File: src/rtl/product_pusher.sv
// Reads PAIRS operand pairs (A at i, B at B_BASE+i), multiplies them and pushes the low 32 bits to a FIFO.
// Optional macro MULT_FAST_EN selects a single-cycle multiplier; otherwise a 32-cycle shift-add unit is built.
module product_pusher #(
    parameter int         PAIRS  = 8,
    parameter logic [3:0] B_BASE = 4'd8
) (
    input  logic        clk,
    input  logic        reset,
    input  logic        opstart,
    input  logic        opclear,
    input  logic [31:0] rData,
    input  logic        fifo_full,
    output logic        RF_re,
    output logic [3:0]  rAddr,
    output logic        fifo_we,
    output logic [31:0] fifo_din,
    output logic        opdone
);

    typedef enum logic [2:0] {IDLE, RDA, RDB, LATB, MUL, PUSH, DONE} state_t;

    state_t      state;
    state_t      state_nxt;
    logic [3:0]  idx;
    logic [31:0] a_reg;
    logic [31:0] b_reg;
    logic [31:0] product;
    logic        mul_last;

    function automatic logic [31:0] mul_lo(input logic [31:0] x, input logic [31:0] y);
        logic [63:0] full;
        full = {32'd0, x} * {32'd0, y};
        return full[31:0];
    endfunction

    function automatic logic [31:0] partial(input logic [31:0] mcand, input logic mbit);
        return mbit ? mcand : 32'd0;
    endfunction

`ifdef MULT_FAST_EN
    assign mul_last = 1'b1;
`else
    logic [31:0] acc;
    logic [4:0]  cnt;
    logic [31:0] acc_nxt;

    assign mul_last = (cnt == 5'd31);
    assign acc_nxt  = acc + partial(a_reg, b_reg[0]);
`endif

    always_comb begin
        state_nxt = state;
        RF_re     = 1'b0;
        rAddr     = 4'd0;
        fifo_we   = 1'b0;
        case (state)
            IDLE: if (opstart) state_nxt = RDA;
            RDA: begin
                RF_re     = 1'b1;
                rAddr     = idx;
                state_nxt = RDB;
            end
            RDB: begin
                RF_re     = 1'b1;
                rAddr     = B_BASE + idx;
                state_nxt = LATB;
            end
            LATB: state_nxt = MUL;
            MUL:  if (mul_last) state_nxt = PUSH;
            PUSH: begin
                if (!fifo_full) begin
                    fifo_we   = 1'b1;
                    state_nxt = ((int'(idx) + 1) < PAIRS) ? RDA : DONE;
                end
            end
            DONE:    state_nxt = DONE;
            default: state_nxt = IDLE;
        endcase
        // Abort and reset suppress strobes in the very cycle they are seen.
        if (opclear || reset) begin
            state_nxt = IDLE;
            RF_re     = 1'b0;
            rAddr     = 4'd0;
            fifo_we   = 1'b0;
        end
    end

    always_ff @(posedge clk) begin
        if (reset) begin
            state   <= IDLE;
            idx     <= 4'd0;
            a_reg   <= 32'd0;
            b_reg   <= 32'd0;
            product <= 32'd0;
`ifndef MULT_FAST_EN
            acc     <= 32'd0;
            cnt     <= 5'd0;
`endif
        end else begin
            state <= state_nxt;
            if (state == IDLE && opstart) idx <= 4'd0;
            if (fifo_we) idx <= idx + 4'd1;
            if (state == RDB) a_reg <= rData;
            if (state == LATB) b_reg <= rData;
`ifdef MULT_FAST_EN
            if (state == MUL) product <= mul_lo(a_reg, b_reg);
`else
            if (state == LATB) begin
                acc <= 32'd0;
                cnt <= 5'd0;
            end
            // Shift-add consumes A and B in place: A walks left, B walks right.
            if (state == MUL) begin
                cnt   <= cnt + 5'd1;
                acc   <= acc_nxt;
                a_reg <= a_reg << 1;
                b_reg <= b_reg >> 1;
                if (mul_last) product <= acc_nxt;
            end
`endif
        end
    end

    assign fifo_din = product;
    assign opdone   = (state == DONE);

endmodule

File: config.mk
export PLATFORM = sky130hd
export DESIGN_NAME = product_pusher
export DESIGN_NICKNAME = d
export VERILOG_FILES = /design/src/rtl/product_pusher.sv
export SDC_FILE = /design/constraint.sdc
export NUM_CORES = 1
export LEC_CHECK = 0
export CORE_AREA = 2 2 119 121
export DETAILED_ROUTE_END_ITERATION = 8
export DIE_AREA = 0 0 121 123
export PLACE_DENSITY = 0.76
export SLEW_MARGIN = 10
export SYNTH_ARGS = -nofsm -noshare
export SYNTH_HDL_FRONTEND = slang
export SYNTH_SLANG_ARGS = --single-unit
File: constraint.sdc
create_clock -name clk -period 5.93 [get_ports clk]
set_input_delay 1.779 -clock clk [delete_from_list [all_inputs] [get_ports clk]]
set_output_delay 1.779 -clock clk [all_outputs]
set_load 0.05 [all_outputs]
==> results of run 1 <==
[cell type report]
type | count | area, um^2 | area share (%)
timing repair buffer | 84 | 816 | 9.28
clock buffer | 21 | 470 | 5.35
tap | 180 | 225 | 2.56
clock inverter | 11 | 213 | 2.42
multi-input combinational | 667 | 4230 | 48.1
sequential | 140 | 2800 | 31.9
inverter | 9 | 33.8 | 0.384
[layer usage]
layer | part of all wire, % | routed length (um) | global-route usage, % | vias to the layer above
met1 | 48 | 8600 | 33.6 | 2996
met4 | 1.7 | 307 | 7.99 | 0
li1 | - | - | - | 3276
met5 | 0 | 0 | 0 | -
met2 | 45 | 8070 | 38.4 | 181
met3 | 5.0 | 898 | 5.17 | 29
[tightest hold or removal path, stage by stage, from the launching register on]
cell	delay [ns]
dfxtp_1	0.31
nand2_1	0.05
a21oi_1	0.05
[final timing paths]
check,start,to,slack [ns]
setup / recovery,opclear,rAddr[3],0.67
hold / removal,a_reg[31]$_SDFFE_PP0P_,a_reg[31]$_SDFFE_PP0P_,0.45
setup reg to reg,b_reg[0]$_SDFFE_PP0N_,fifo_din[29]$_SDFFE_PP0P_,2.65
hold reg to reg,a_reg[31]$_SDFFE_PP0P_,a_reg[31]$_SDFFE_PP0P_,0.45
[placed cells by master (no fill, tap or decap), types with 3 or more instances in the layout]
| cell type | instances |
|---|---|
| clkdlybuf4s50_1 | 69 |
| buf_4 | 14 |
| clkbuf_8 | 3 |
| nor3_1 | 10 |
| xnor2_1 | 14 |
| o21ai_0 | 18 |
| nor2_1 | 65 |
| a21oi_2 | 3 |
| clkinvlp_4 | 3 |
| bufinv_16 | 6 |
| ha_1 | 34 |
| mux2i_1 | 4 |
| a32o_1 | 3 |
| a21oi_1 | 108 |
| inv_1 | 7 |
| nand3_1 | 14 |
| a31oi_1 | 5 |
| a211oi_1 | 9 |
| a21o_1 | 15 |
| o31ai_1 | 4 |
| o21ai_1 | 4 |
| xor2_1 | 13 |
| nand3b_1 | 3 |
| and2_1 | 39 |
| and3_1 | 6 |
| a22oi_1 | 78 |
| o21bai_1 | 5 |
| nand2_1 | 118 |
| dfxtp_1 | 140 |
| o211a_1 | 3 |
| o21a_1 | 7 |
| nand2b_1 | 4 |
| nor2b_1 | 6 |
| clkbuf_16 | 17 |
| a22o_1 | 24 |
| nand4_1 | 6 |
| o211ai_1 | 4 |
[report_power, final]
| part | internal (W) | switching, W | leakage, nW | total, W |
|---|---|---|---|---|
| sequential | 0.000943 | 0.00000210 | 1.13 | 0.000945 |
| combinational | 0.0000266 | 0.0000296 | 1.83 | 0.0000562 |
| clock | 0.000820 | 0.000409 | 0.325 | 0.00123 |
| total | 0.00179 | 0.000441 | 3.28 | 0.00223 |
[through the flow]
stage | instance area, um^2 | utilization (%) | setup WS [ns] | cells | hold slack (ns)
after global routing | 8790 | 64.6 | 0.601 | 1112 | 0.474
after floorplan | 7300 | - | 0.138 | 878 | 0.432
final | 8790 | 64.6 | 0.665 | 1112 | 0.453
after detailed placement | 8110 | 59.6 | 0.655 | 1080 | 0.447
after CTS | 8790 | 64.6 | 0.647 | 1112 | 0.454
after global placement | 8110 | 59.6 | 0.684 | 1080 | 0.443
[cells by family after synthesis]
family / share of synthesized area (%)
XOR/XNOR: 3.24
flip-flops: 38.4
buffers and inverters: 3.94
AND/OR/NAND/NOR: 18.6
adder cells (fa/ha/maj): 6.10
multiplexers: 0.857
AO/OA/AOI/OAI: 28.9
[Yosys cell counts, types with 4 or more instances]
library cell	number
a211oi_1	9
a21o_1	15
a21oi_1	108
a22o_1	24
a22oi_1	78
a31oi_1	5
and2_1	39
and3_1	6
buf_1	5
buf_2	5
buf_4	4
clkbuf_1	48
dfxtp_1	140
ha_1	34
inv_1	7
mux2i_1	4
nand2_1	118
nand2b_1	4
nand3_1	14
nand4_1	6
nor2_1	69
nor2b_1	6
nor3_1	10
o211ai_1	4
o21a_1	7
o21ai_0	18
o21ai_1	4
o21bai_1	5
o31ai_1	4
xnor2_1	14
xor2_1	13
==> results list, run 1 <==
- The flow ran to the end, and the final reports show no timing, DRC or antenna violations.
- Clock slew at the register clock pins of the worst setup and hold paths: roughly 0.060 ns
* Layout cell share with drive strength beyond 1: 7.19%
- Number of placed I/O pins: 76
- Summed over all layers, the global routing overflow is 0.
- Library cell occupying the most area in the post-synthesis netlist: dfxtp_1
- Synthesis produced a netlist with a net count of between 900 and 1k.
- Portion of the post-synthesis area used by sequential elements: a little under two fifths
- The hold violation total from the final report came to 0.
* Depth of the CTS H-tree: 4
- The Yosys step of the flow raised 0 warnings.
- The routed design has around 18,000 um of wire.
* Startpoint kind of the worst setup timing path: primary input
- The first global-routing pass estimated around 29,000 um of wire.
- For this run, asynchronously set or reset flops after synthesis account for 0%.
- Via density per instance: 5.83
- The worst hold path was traced through 2 stages.
- Number of antenna violations at the first check in global routing: 0
- Violation count after the first detailed-routing iteration: just under 500
- Data arrives at the worst endpoint at 3.49 ns.
* Global router's overall resource usage: between 20% and 30%
* RSZ-0062 raised after global routing: false
* CTS Hold Bufs: 0
- In the routed design, unresolved DRC markers number 0.
- The initialized floorplan defines between 40 and 50 standard-cell rows.
- For the worst-skew pair, the clock arrives at the later sink with an insertion delay of 0.43 ns.
- The layout has 1,172 filler cells.
- The wire-length estimate of the detail-placed layout is approximately 12,000 um.
- Number of buffers added for setup after CTS: 0
- The routed layout has around 6.5k vias.
* Transition time at the pin with the least slew margin: between 0.9 and 1 ns
- The total count of max-transition violations in the final report came to 0.
- DIE HEIGHT: about 120 um
- The number of global-route vias before repair was just under 6k.
- Power comes to around 0.0022 W.
- Grouping stages by cell kind, the critical path spends the most delay in buffers and inverters.
- The tool flagged a number of max-cap violations equal to 0.
- Maximum fanout along the worst path: 6
- Entering global routing, the biggest net connects 76 pins.
- Final weighted congestion in routability-driven placement: between 0.9 and 1
- The number of clock buffers added by TritonCTS is 17.
- Antenna-violating nets left: 0
- Setup total negative slack on the finished layout was measured at 0 ns.
- Main area contributors after synthesis: dfxtp_1 (38%), a22oi_1 (8.0%), a21oi_1 (7.4%)
* Worst Setup Path Type: primary input to primary output
- Power density over the cells: 254 mW/mm^2
* Largest stage delay on the critical path: a little over 0.8 ns
* Count of flip-flops with a built-in enable after synthesis: 0
- Count of cell types in the netlist: between 60 and 70
- Initial core utilization: 53.6%
- IR analysis of the VDD net gives a maximum drop of 0.000187 V.
- The tightest min-delay check is of the register to register type.
* Clock period minus worst slack: around 5.3 ns
- The clock drives 140 sinks.
- Total stage count of the critical path: 4
* Sort of element at the end of the critical path: primary output
- Synthesized instance count: roughly 900
* Required time of the critical path: slightly above 4 ns
- The tree is rooted in a clkbuf_16.
* Bufs on Longest Clock Path: 2
- In this run the static leakage power is roughly 3.3 nW.
- Setup Skew: 0.00745 ns
* Crit path top cell by count: clkdlybuf4s50_1
- Primary FF master, synth: dfxtp_1
* Max Fclk: roughly 0.19 GHz
* Die area: 0.0149 mm^2
- After synthesis the cells add up to around 0.0073 mm^2.
- TritonCTS built the clock tree.
* Number of diodes added for antenna fixing: 0
- Max-Slew Margin vs Limit: between 30% and 40%
- Gates resized during post-CTS repair numbered 0.
- Core box area: approximately 0.014 mm^2
- The largest individual stage delay along the critical path comes from the cell clkdlybuf4s50_1.
- Cell Chain, Critical Path: clkdlybuf4s50_1, or2_1, nor3_1, clkdlybuf4s50_1
* NumNets Final: roughly 1,000
* Proportion of netlist area held by the largest area contributor: 38.4%
- The first detailed-routing pass took 8 iterations.
* Final Cycle Share: about nine tenths
* Post-detailed-route wirelength per cell: 16.1 um
- Dividing the synthesized area by the synthesized cell count gives a little over 8 um^2.
* Worst Reg-to-Reg Cells: 9
- Post-synthesis register bit count: 140
- Final setup viols: 0
* Layout Area Growth over Synthesis: 20.4%
- The critical path contains buffers and inverters numbering 2 combined.
- Die boundary width: 121 um
- Port Buf Inserts: between 70 and 80
(Power assumes the default switching activity.)
==> run 2, diff against run 1 <==
--- a/config.mk
+++ b/config.mk
@@ -9,6 +9,7 @@
 export DETAILED_ROUTE_END_ITERATION = 8
 export DIE_AREA = 0 0 121 123
 export PLACE_DENSITY = 0.76
+export SETUP_SLACK_MARGIN = 0.4
 export SLEW_MARGIN = 10
 export SYNTH_ARGS = -nofsm -noshare
 export SYNTH_HDL_FRONTEND = slang
==> results list, run 2 (same netlist as run 1, synthesis figures left out) <==
* Count of endpoints failing hold in the final timing report: 0 (unchanged)
* Max Fclk: 0.185 GHz (-2.6%)
* NumNets Final: 993 (+0.20%)
* Number of antenna violations at the first check in global routing: 0 (unchanged)
* Run status: finished clean
- The post-CTS setup buffer count was 0 (unchanged).
* Via count: 6,590 (+1.7%)
* Power density over the cells: 234 mW/mm^2 (-7.8%)
- The number of cells in the finished layout apart from fillers is 1,114 (+0.18%).
- The antenna diode instance count came to 0 (unchanged).
- The tree is rooted in a clkbuf_16.
- The share of final-layout standard cells stronger than drive strength 1 came to 7.49% (+0.31 points).
- The cell count after placement came to 1,082 (+0.19%).
* Clock period minus worst slack: 5.41 ns (+0.141 ns)
- Final Hold Slack: 0.455 ns (+0.00198 ns)
* Sort of element at the end of the critical path: primary output
- The buffer depth of the longest clock path came to 2 (unchanged).
- The required time of the critical path is 4.15 ns (about the same).
- Via density per instance: 5.92 (+1.5%)
- Total power consumption of the routed design: 0.00204 W (-8.7%)
* Post-detailed-route wirelength per cell: 16.6 um (+3.0%)
- The HPWL after detailed placement was 12,600 um (+5.6%).
* Maximum fanout along the worst path: 6 (unchanged)
- The total of buffers placed on input and output ports came to 75 (unchanged).
- Most heavily used metal layer in global routing: met2
- Die boundary width: 121 um (unchanged)
* Worst path arrival time: 3.63 ns (+0.14 ns)
- The hold buffer count at cts is 0 (unchanged).
- Depth of the CTS H-tree: 4 (unchanged)
- Inserted Clock Buffers: 17 (unchanged)
- The number of top-level pins came to 76 (unchanged).
* Max-Slew Margin vs Limit: 37.2% (+1.6 points)
- The post-route clock skew was 0.0140 ns (+0.00657 ns).
- The quantity of gates resized following cts is 0 (unchanged).
* Core box area: 0.0136 mm^2 (unchanged)
- Slew Viols, Final: 0 (unchanged)
- The number of violations reported at the end of detailed-routing iteration 0 is 507 (+3.5%).
- Post-route setup TNS: 0 ns (unchanged)
- The transition time at the pin with the least slew margin is 0.940 ns (-0.0239 ns).
- Hold wc startpoint: b_reg[20]$_SDFFE_PP0N_
- Post-layout util: 64.0% (-0.59 points)
- Leaving out fill and tap cells, the most frequent cell in the layout is dfxtp_1.
- Minimum setup slack among reg-to-reg paths: 2.61 ns (-0.04 ns)
* Met3 Track Usage GR: 4.89% (-0.28 points)
- Remaining Overflow, GRT: 0 (unchanged)
* Iteration count of the initial detailed-routing pass: 5 (-3)
- Startpoint of the worst register-to-register path: b_reg[0]$_SDFFE_PP0N_
- The clock insertion delay at the later pin of the skew report was 0.44 ns (about the same).
* Number of global-route vias before repair: 6,005 (+3.1%)
- First-pass GRT wire length: 30,000 um (+3.6%)
* Antenna-violating nets left: 0 (unchanged)
- Final setup viols: 0 (unchanged)
- STA classifies the critical path startpoint as a primary input.
- Core Rows: 43 (unchanged)
* Global router's overall resource usage: 25.5% (+1.0 points)
- The total number of clock tree sinks came to 140 (unchanged).
- Initial core utilization: 53.6% (unchanged)
- The top cell types in the final layout, fill and taps aside, are dfxtp_1 (140), nand2_1 (118), a21oi_1 (108), a22oi_1 (78), clkdlybuf4s50_1 (70).
- The path class of the tightest hold or removal check is register to register.
* Met1 Resource Use GR: 35.4% (+1.9 points)
- Static Leak: 3.24 nW (-1.3%)
* Layout Area Growth over Synthesis: 19.3%
- The post-route clock period utilization was 91.2% (+2.4 points).
* Die area: 0.0149 mm^2 (unchanged)
- Clock slew at the register clock pins of the worst setup and hold paths: 0.06 ns (about the same)
- TritonCTS built the clock tree.
- Total wire length: 18,400 um (+3.1%)
- The final weighted congestion of routability-driven global placement was 0.931 (+1.6%).
* DIE HEIGHT: 123 um (unchanged)
- RSZ-0062 raised after global routing: false
* Origin of the worst setup path: opclear
* Maximum number of pins on one net before global-route repair: 85 (+12%)
- Number of maximum-capacitance constraint violations: 0 (unchanged)
- The final routed DRC violation total is 0 (unchanged).
- Final-layout fill cell count: 1,225 (+4.5%)
- The met2 usage in global routing came to 40.0% (+1.5 points).
* Peak supply drop: 0.000233 V (+25%)
- Worst Setup Path Type: primary input to primary output
## run 2: cell types whose count changed in the layout (fill, tap and decap cells not counted), sizes merged
cell / delta
clkinv: +3
clkdlybuf4s50: +1
clkinvlp: +1
buf: +1
inv: +2
bufinv: -5
clkbuf: -1
## run 2: power breakdown
part           internal (W)  leakage (nW)  switching [W]
Sequential         0.000942          1.13     0.00000215
Clock              0.000612         0.275       0.000423
Combinational     0.0000267          1.84      0.0000304
Total               0.00158          3.24       0.000456
## run 2: final timing paths
check	depth (start not counted)	endpoint
worst min register to register	2	b_reg[20]$_SDFFE_PP0N_
worst min-delay path	2	b_reg[20]$_SDFFE_PP0N_
worst max-delay path	4	RF_re
worst max register to register	9	acc[29]$_SDFFE_PP0N_
## run 2: cell type report
cell class	instances	area [um^2]	share of cell area, %
Inverter	9	33.8	0.388
Sequential cell	140	2800	32.2
Timing Repair Buffer	86	833	9.56
Clock inverter	12	114	1.31
Tap cell	180	225	2.59
Clock buffer	20	467	5.36
Multi-Input combinational cell	667	4240	48.6
## run 2: stage by stage
stage | setup slack [ns] | cell area (um^2)
final | 0.524 | 8710
after global routing | 0.431 | 8710
after CTS | 0.512 | 8710
after detailed placement | 0.514 | 8130
after global placement | 0.525 | 8130
after floorplan | 0.693 | 7310
## run 2: worst max-delay path, stage by stage
cell and delay (ns):
clkdlybuf4s50_1 0.39, or2_1 0.31, a211oi_2 0.30, clkdlybuf4s50_1 0.85
## run 2: layer usage
metal  wire (um)  up-vias
li1            -     3276
met3        1060       21
met5           0        -
met2        8530      221
met4         233        0
met1        8620     3072
==> run 3, diff against run 2 <==
--- a/config.mk
+++ b/config.mk
@@ -5,10 +5,12 @@
 export SDC_FILE = /design/constraint.sdc
 export NUM_CORES = 1
 export LEC_CHECK = 0
-export CORE_AREA = 2 2 119 121
+export CELL_PAD_IN_SITES_DETAIL_PLACEMENT = 0
+export CELL_PAD_IN_SITES_GLOBAL_PLACEMENT = 1
+export CORE_AREA = 2 2 129 131
 export DETAILED_ROUTE_END_ITERATION = 8
-export DIE_AREA = 0 0 121 123
-export PLACE_DENSITY = 0.76
+export DIE_AREA = 0 0 131 133
+export PLACE_DENSITY_LB_ADDON = 0.1
 export SETUP_SLACK_MARGIN = 0.4
 export SLEW_MARGIN = 10
 export SYNTH_ARGS = -nofsm -noshare
==> results list, run 3 (same netlist as run 1, synthesis figures left out) <==
- Startpoint kind of the worst setup timing path: primary input
- Bufs on Longest Clock Path: 2 (unchanged)
* Clock slew at the register clock pins of the worst setup and hold paths: 0.06 ns (about the same)
- Die area: 0.0174 mm^2 (+17%)
* Clock period minus worst slack: 5.43 ns (+0.0215 ns)
* Core box area: 0.0162 mm^2 (+19%)
- The static leakage power is 3.27 nW (+0.72%).
- Commonest non-fill, non-tap cell in the layout: dfxtp_1
- The aggregate global-route resource usage came to 23.4% (-2.1 points).
* # clock sinks: 140 (unchanged)
* CTS Hold Bufs: 0 (unchanged)
* Remaining Overflow, GRT: 0 (unchanged)
* Violation count after the first detailed-routing iteration: 548 (+8.1%)
* Power share of the combinational group: 2.8% (about the same)
- Final setup viols: 0 (unchanged)
* Worst Hold Class: register to register
- The final weighted congestion of routability-driven global placement is 0.930 (about the same).
* Setup Skew: 0.00899 ns (-0.00502 ns)
- The cell count after placement is 1,121 (+3.6%).
* Source-to-sink clock delay at the later pin of the worst-skew pair: 0.43 ns (about the same)
- Worst path arrival time: 3.65 ns (+0.02 ns)
* Number of global-route vias before repair: 6,258 (+4.2%)
- The depth of the worst register-to-register path was 9 (unchanged).
* Switching power of the nets: 0.000477 W (+4.6%)
* Internal power consumption: 0.00165 W (+4.5%)
- The total power per unit cell area is 242 mW/mm^2 (+3.4%).
- Peak supply drop: 0.000207 V (-11%)
* DIE HEIGHT: 133 um (+8.1%)
- Post-route setup TNS: 0 ns (unchanged)
- The via density per instance is 5.79 (-2.1%).
- Total wire length: 19,900 um (+8.0%)
* Maximum fanout along the worst path: 6 (unchanged)
- The total of buffers placed on input and output ports is 75 (unchanged).
- DRC violation count after routing: 0 (unchanged)
- Sort of element at the end of the critical path: primary output
* Layout Area Growth over Synthesis: 20.5%
- Number of resized instances in the post-cts repair step: 0 (unchanged)
- Worst Setup Path Type: primary input to primary output
* Initial core utilization: 45.2% (-8.5 points)
- Most frequent cells in the layout: dfxtp_1 (140), nand2_1 (118), a21oi_1 (108), a22oi_1 (78), clkdlybuf4s50_1 (70)
* CTS Root Cell: clkbuf_16
- Inserted Clock Buffers: 17 (unchanged)
- Max Fclk: 0.184 GHz (-0.40%)
- Number of antenna violations at the first check in global routing: 0 (unchanged)
- Slew Viols, Final: 0 (unchanged)
* Final Cycle Share: 91.5% (+0.36 points)
- The share of final-layout standard cells stronger than drive strength 1 came to 7.40% (-0.099 points).
- First-pass GRT wire length: 32,200 um (+7.4%)
- Run status: finished clean
- The number of cells traversed by the worst hold path came to 2 (unchanged).
- Post-detailed-route wirelength per cell: 17.3 um (+4.3%)
- The number of cells in the finished layout apart from fillers came to 1,153 (+3.5%).
- Relative contribution of the clock network to total power: 52.8% (+2.0 points)
- Depth of the CTS H-tree: 4 (unchanged)
* Count of endpoints failing hold in the final timing report: 0 (unchanged)
- Number of diodes added for antenna fixing: 0 (unchanged)
* Iteration count of the initial detailed-routing pass: 5 (unchanged)
* Number of maximum-capacitance constraint violations: 0 (unchanged)
- The layout filler cell count came to 1,529 (+25%).
- TritonCTS built the clock tree.
- The post-CTS setup buffer count came to 0 (unchanged).
* RSZ-0062 raised after global routing: false
* Core Rows: 47 (+9.3%)
- The share of total power in sequential cells was 44.4% (-2.0 points).
- The total number of vias is 6,677 (+1.3%).
* Required time of the critical path: 4.15 ns (about the same)
* Antenna-violating nets left: 0 (unchanged)
- Detailed placer's ending HPWL: 14,300 um (+13%)
* Maximum number of pins on one net before global-route repair: 69 (-19%)
* Switching Fraction: 22.4% (+0.028 points)
- Max-Slew Margin vs Limit: 33.0% (-4.2 points)
* Die boundary width: 131 um (+8.3%)
* NumNets Final: 992 (-0.10%)
- The transition time at the pin with the least slew margin is 1.00 ns (+0.0606 ns).
- Number of placed I/O pins: 76 (unchanged)
run 3: worst paths after layout:
kind                                                 from                         to  slack, ns
worst max register to register      b_reg[0]$_SDFFE_PP0N_  fifo_din[30]$_SDFFE_PP0P_       2.55
worst min register to register  fifo_din[10]$_SDFFE_PP0P_  fifo_din[10]$_SDFFE_PP0P_       0.45
worst min-delay path            fifo_din[10]$_SDFFE_PP0P_  fifo_din[10]$_SDFFE_PP0P_       0.45
worst max-delay path                              opclear                      RF_re       0.50
run 3: cell type report:
type	count	area, um^2	share of cell area (%)
multi-input cells	667	4240	48.2
flip-flops and latches	140	2800	31.8
repair buffers	85	826	9.38
clock buffers	18	439	4.99
well taps	220	275	3.13
clock inverters	14	183	2.08
inverters	9	33.8	0.384
run 3: worst max-delay path: stages:
cell	delay, ns
clkdlybuf4s50_1	0.39
or2_1	0.31
a211oi_2	0.32
clkdlybuf4s50_1	0.86
run 3: routing by layer:
| layer | up-vias | wire, um | track usage [%] |
|---|---|---|---|
| met5 | - | 0 | 0 |
| met4 | 0 | 272 | 6.15 |
| met1 | 3223 | 9780 | 33.9 |
| li1 | 3274 | - | - |
| met3 | 20 | 773 | 4.81 |
| met2 | 160 | 9090 | 35.4 |
run 3: metrics by stage:
step | area, um^2 | util, % | power, W | worst slack (ns) | hold slack (ns)
global placement | 8170 | 50.5 | 0.00102 | 0.513 | 0.442
detailed placement | 8170 | 50.5 | 0.00102 | 0.492 | 0.445
global route | 8800 | 54.4 | 0.00220 | 0.403 | 0.471
CTS | 8800 | 54.4 | 0.00215 | 0.489 | 0.454
finish | 8800 | 54.4 | 0.00213 | 0.502 | 0.450
floorplan | 7310 | - | 0.000986 | 0.693 | 0.432
run 3: power groups by stage:
stage | clock, W | sequential (W) | combinational [W]
finish | 0.00112 | 0.000944 | 0.0000596
global placement | 0 | 0.000965 | 0.0000586
CTS | 0.00115 | 0.000944 | 0.0000595
detailed placement | 0 | 0.000965 | 0.0000593
global route | 0.00119 | 0.000944 | 0.0000639
floorplan | 0 | 0.000964 | 0.0000223
==> variant, RTL diff (flow settings as in run 1) <==
Encoding of `state_t`: now one-hot (7 bits for 7 states).
--- a/src/rtl/product_pusher.sv
+++ b/src/rtl/product_pusher.sv
@@ -19,3 +19,3 @@
 
-    typedef enum logic [2:0] {IDLE, RDA, RDB, LATB, MUL, PUSH, DONE} state_t;
+    typedef enum logic [6:0] {IDLE = 7'b0000001, RDA = 7'b0000010, RDB = 7'b0000100, LATB = 7'b0001000, MUL = 7'b0010000, PUSH = 7'b0100000, DONE = 7'b1000000} state_t;
 
Function: same outputs for any inputs over 10 cycles, from zero or initial values and one cycle with reset high; not proved beyond that.
==> variant against run 1 <==
- sequential share of layout area shrank 1.3 points
- power shrank 2.7%
- synthesized cell count rose by 13%
- area after synthesis rose by 10%
- sequential cell count rose by 4
- routed wire length grew 12%
- setup slack worse by 0.22 ns
- design area rose by 7.3%
- combinational power is 34% higher
==> variant: results (changes against run 1) <==
Clocking
  – Cts repair resizes: 0 (unchanged)
  – Setup Buffers After CTS: 0 (unchanged)
  – H-tree depth: 4 (unchanged)
  – Clock insertion delay at the later pin of the skew report: 0.43 ns (about the same)

Finish
  – Antenna diodes: 0 (unchanged)
  – Filler instances: 1,126 (-3.9%)
  – Nets@finish: 1,095 (+10%)
  – Share of cells above drive strength 1: 6.18% (-1.0 points)

Setup path
  – Crit path largest cell delay: 0.79 ns (-0.03 ns)
  – Worst Setup SP: opclear
  – Critical path's top delay family: buffers and inverters
  – Critical Path Fanout Max: 4 (-2)
  – Critical-path top delay cell: clkdlybuf4s50_1
  – WP data arrival: 3.70 ns (+0.21 ns)
  – RR Startpoint: state[6]
  – Worst reg2reg path depth: 7 (-2)
  – Setup slack, reg-to-reg: 2.27 ns (-0.38 ns)

Global route
  – Largest net degree at the start of global routing: 91 (+20%)
  – First-pass GRT wire length: 33,400 µm (+15%)
  – Vias in the first global route: 6,766 (+16%)
  – GRT Util Overall: 28.0% (+3.5 points)

STA
  – Hold WS: 0.454 ns (+0.000428 ns)
  – Clock Skews: 0.0103 ns (+0.00284 ns)
  – Final min period: 5.48 ns (+0.219 ns)
  – Slew headroom: 32.2% (-3.5 points)

Synth
  – Sequential cell area fraction in the yosys report: 35.8% (-2.6 points)
  – Ys Warns: 0 (unchanged)
  – Synth top area cells: dfxtp_1 (36%), a211oi_1 (6.0%), ha_1 (5.3%), nand2_1 (4.8%), nor2_1 (4.5%)
  – Synth top cells by count: dfxtp_1 (144), nand2_1 (103), nor2_1 (96)
  – Post-synthesis cell type count: 69 (+3.0%)

Min path
  – Worst hold path type: reg2reg
  – Worst hold path cell count: 2 (unchanged)
  – Min-Delay Startpoint: fifo_din[14]

Drt
  – Drt first pass iters: 5 (-3)
  – Post-DR wirelength/cell: 16.5 µm (+2.9%)
  – Initial DRC count: 521 (+6.3%)
  – Via count: 7,399 (+14%)

Placed design
  – HPWL Detailed: 13,500 µm (+13%)
  – Dpl ws: 0.445 ns (-0.210 ns)
  – I/O Buffers: 75 (unchanged)
  – Gpl congestion: 0.965 (+5.3%)

Pwr
  – Internal: 0.00172 W (-4.0%)
  – Static leakage: 3.46 nW (+5.3%)
  – Max IR drop VDD: 0.173 mV (-7.1%)

Status
  – Outcome: complete, no violations
==> variant: routing by layer <==
layer | part of all wire [%] | track usage, %
met5 | 0 | 0
met4 | 2.3 | 10.6
met3 | 4.6 | 4.20
met2 | 48 | 46.7
met1 | 45 | 36.7
==> variant: metrics by stage <==
stage | instance area, µm² | instances | utilization, %
after floorplan | 8060 | 994 | -
after global placement | 8800 | 1184 | 64.7
after detailed placement | 8800 | 1184 | 64.7
after CTS | 9430 | 1216 | 69.3
after global routing | 9430 | 1216 | 69.3
final | 9430 | 1216 | 69.3
==> variant: power by group through the flow <==
stage	combinational (W)	sequential (W)	clock, W
2_1_floorplan	0.0000351	0.000990	0
3_3_place_gp	0.0000750	0.000991	0
3_5_place_dp	0.0000747	0.000991	0
4_1_cts	0.0000753	0.000969	0.00113
5_1_grt	0.0000818	0.000969	0.00117
6_report	0.0000754	0.000969	0.00113
==> variant: final timing paths <==
kind | end
worst max-delay path | rAddr[1]
worst min register to register | fifo_din[14]
worst min-delay path | fifo_din[14]
worst max register to register | fifo_din[29]
==> variant: kinds of logic (layout without fill, tap and decap cells) <==
logic type	Yosys count	count (layout)	share of synthesized area, %
compound gates	305	305	25.4
xor+xnor	30	30	3.26
fa+ha+maj	35	35	5.53
buf+inv	88	130	4.50
flops	144	144	35.8
mux	32	32	3.97
simple gates	360	360	21.6
==> variant: area by class of cell <==
type	count	area (µm²)	area share, %
flip-flops and latches	144	2880	30.6
multi-input cells	762	4830	51.2
inverters	15	56.3	0.597
well taps	180	225	2.39
repair buffers	83	808	8.57
clock inverters	9	129	1.37
clock buffers	23	498	5.28
==> variant: worst register-to-register path: stages, from the launching register on <==
cell      delay [ns]
dfxtp_1         0.38
nor3_2          0.29
nand2_1         0.58
nor2_2          0.94
nand2_1         0.40
buf_4           0.34
or4_1           0.52
o211ai_1        0.15
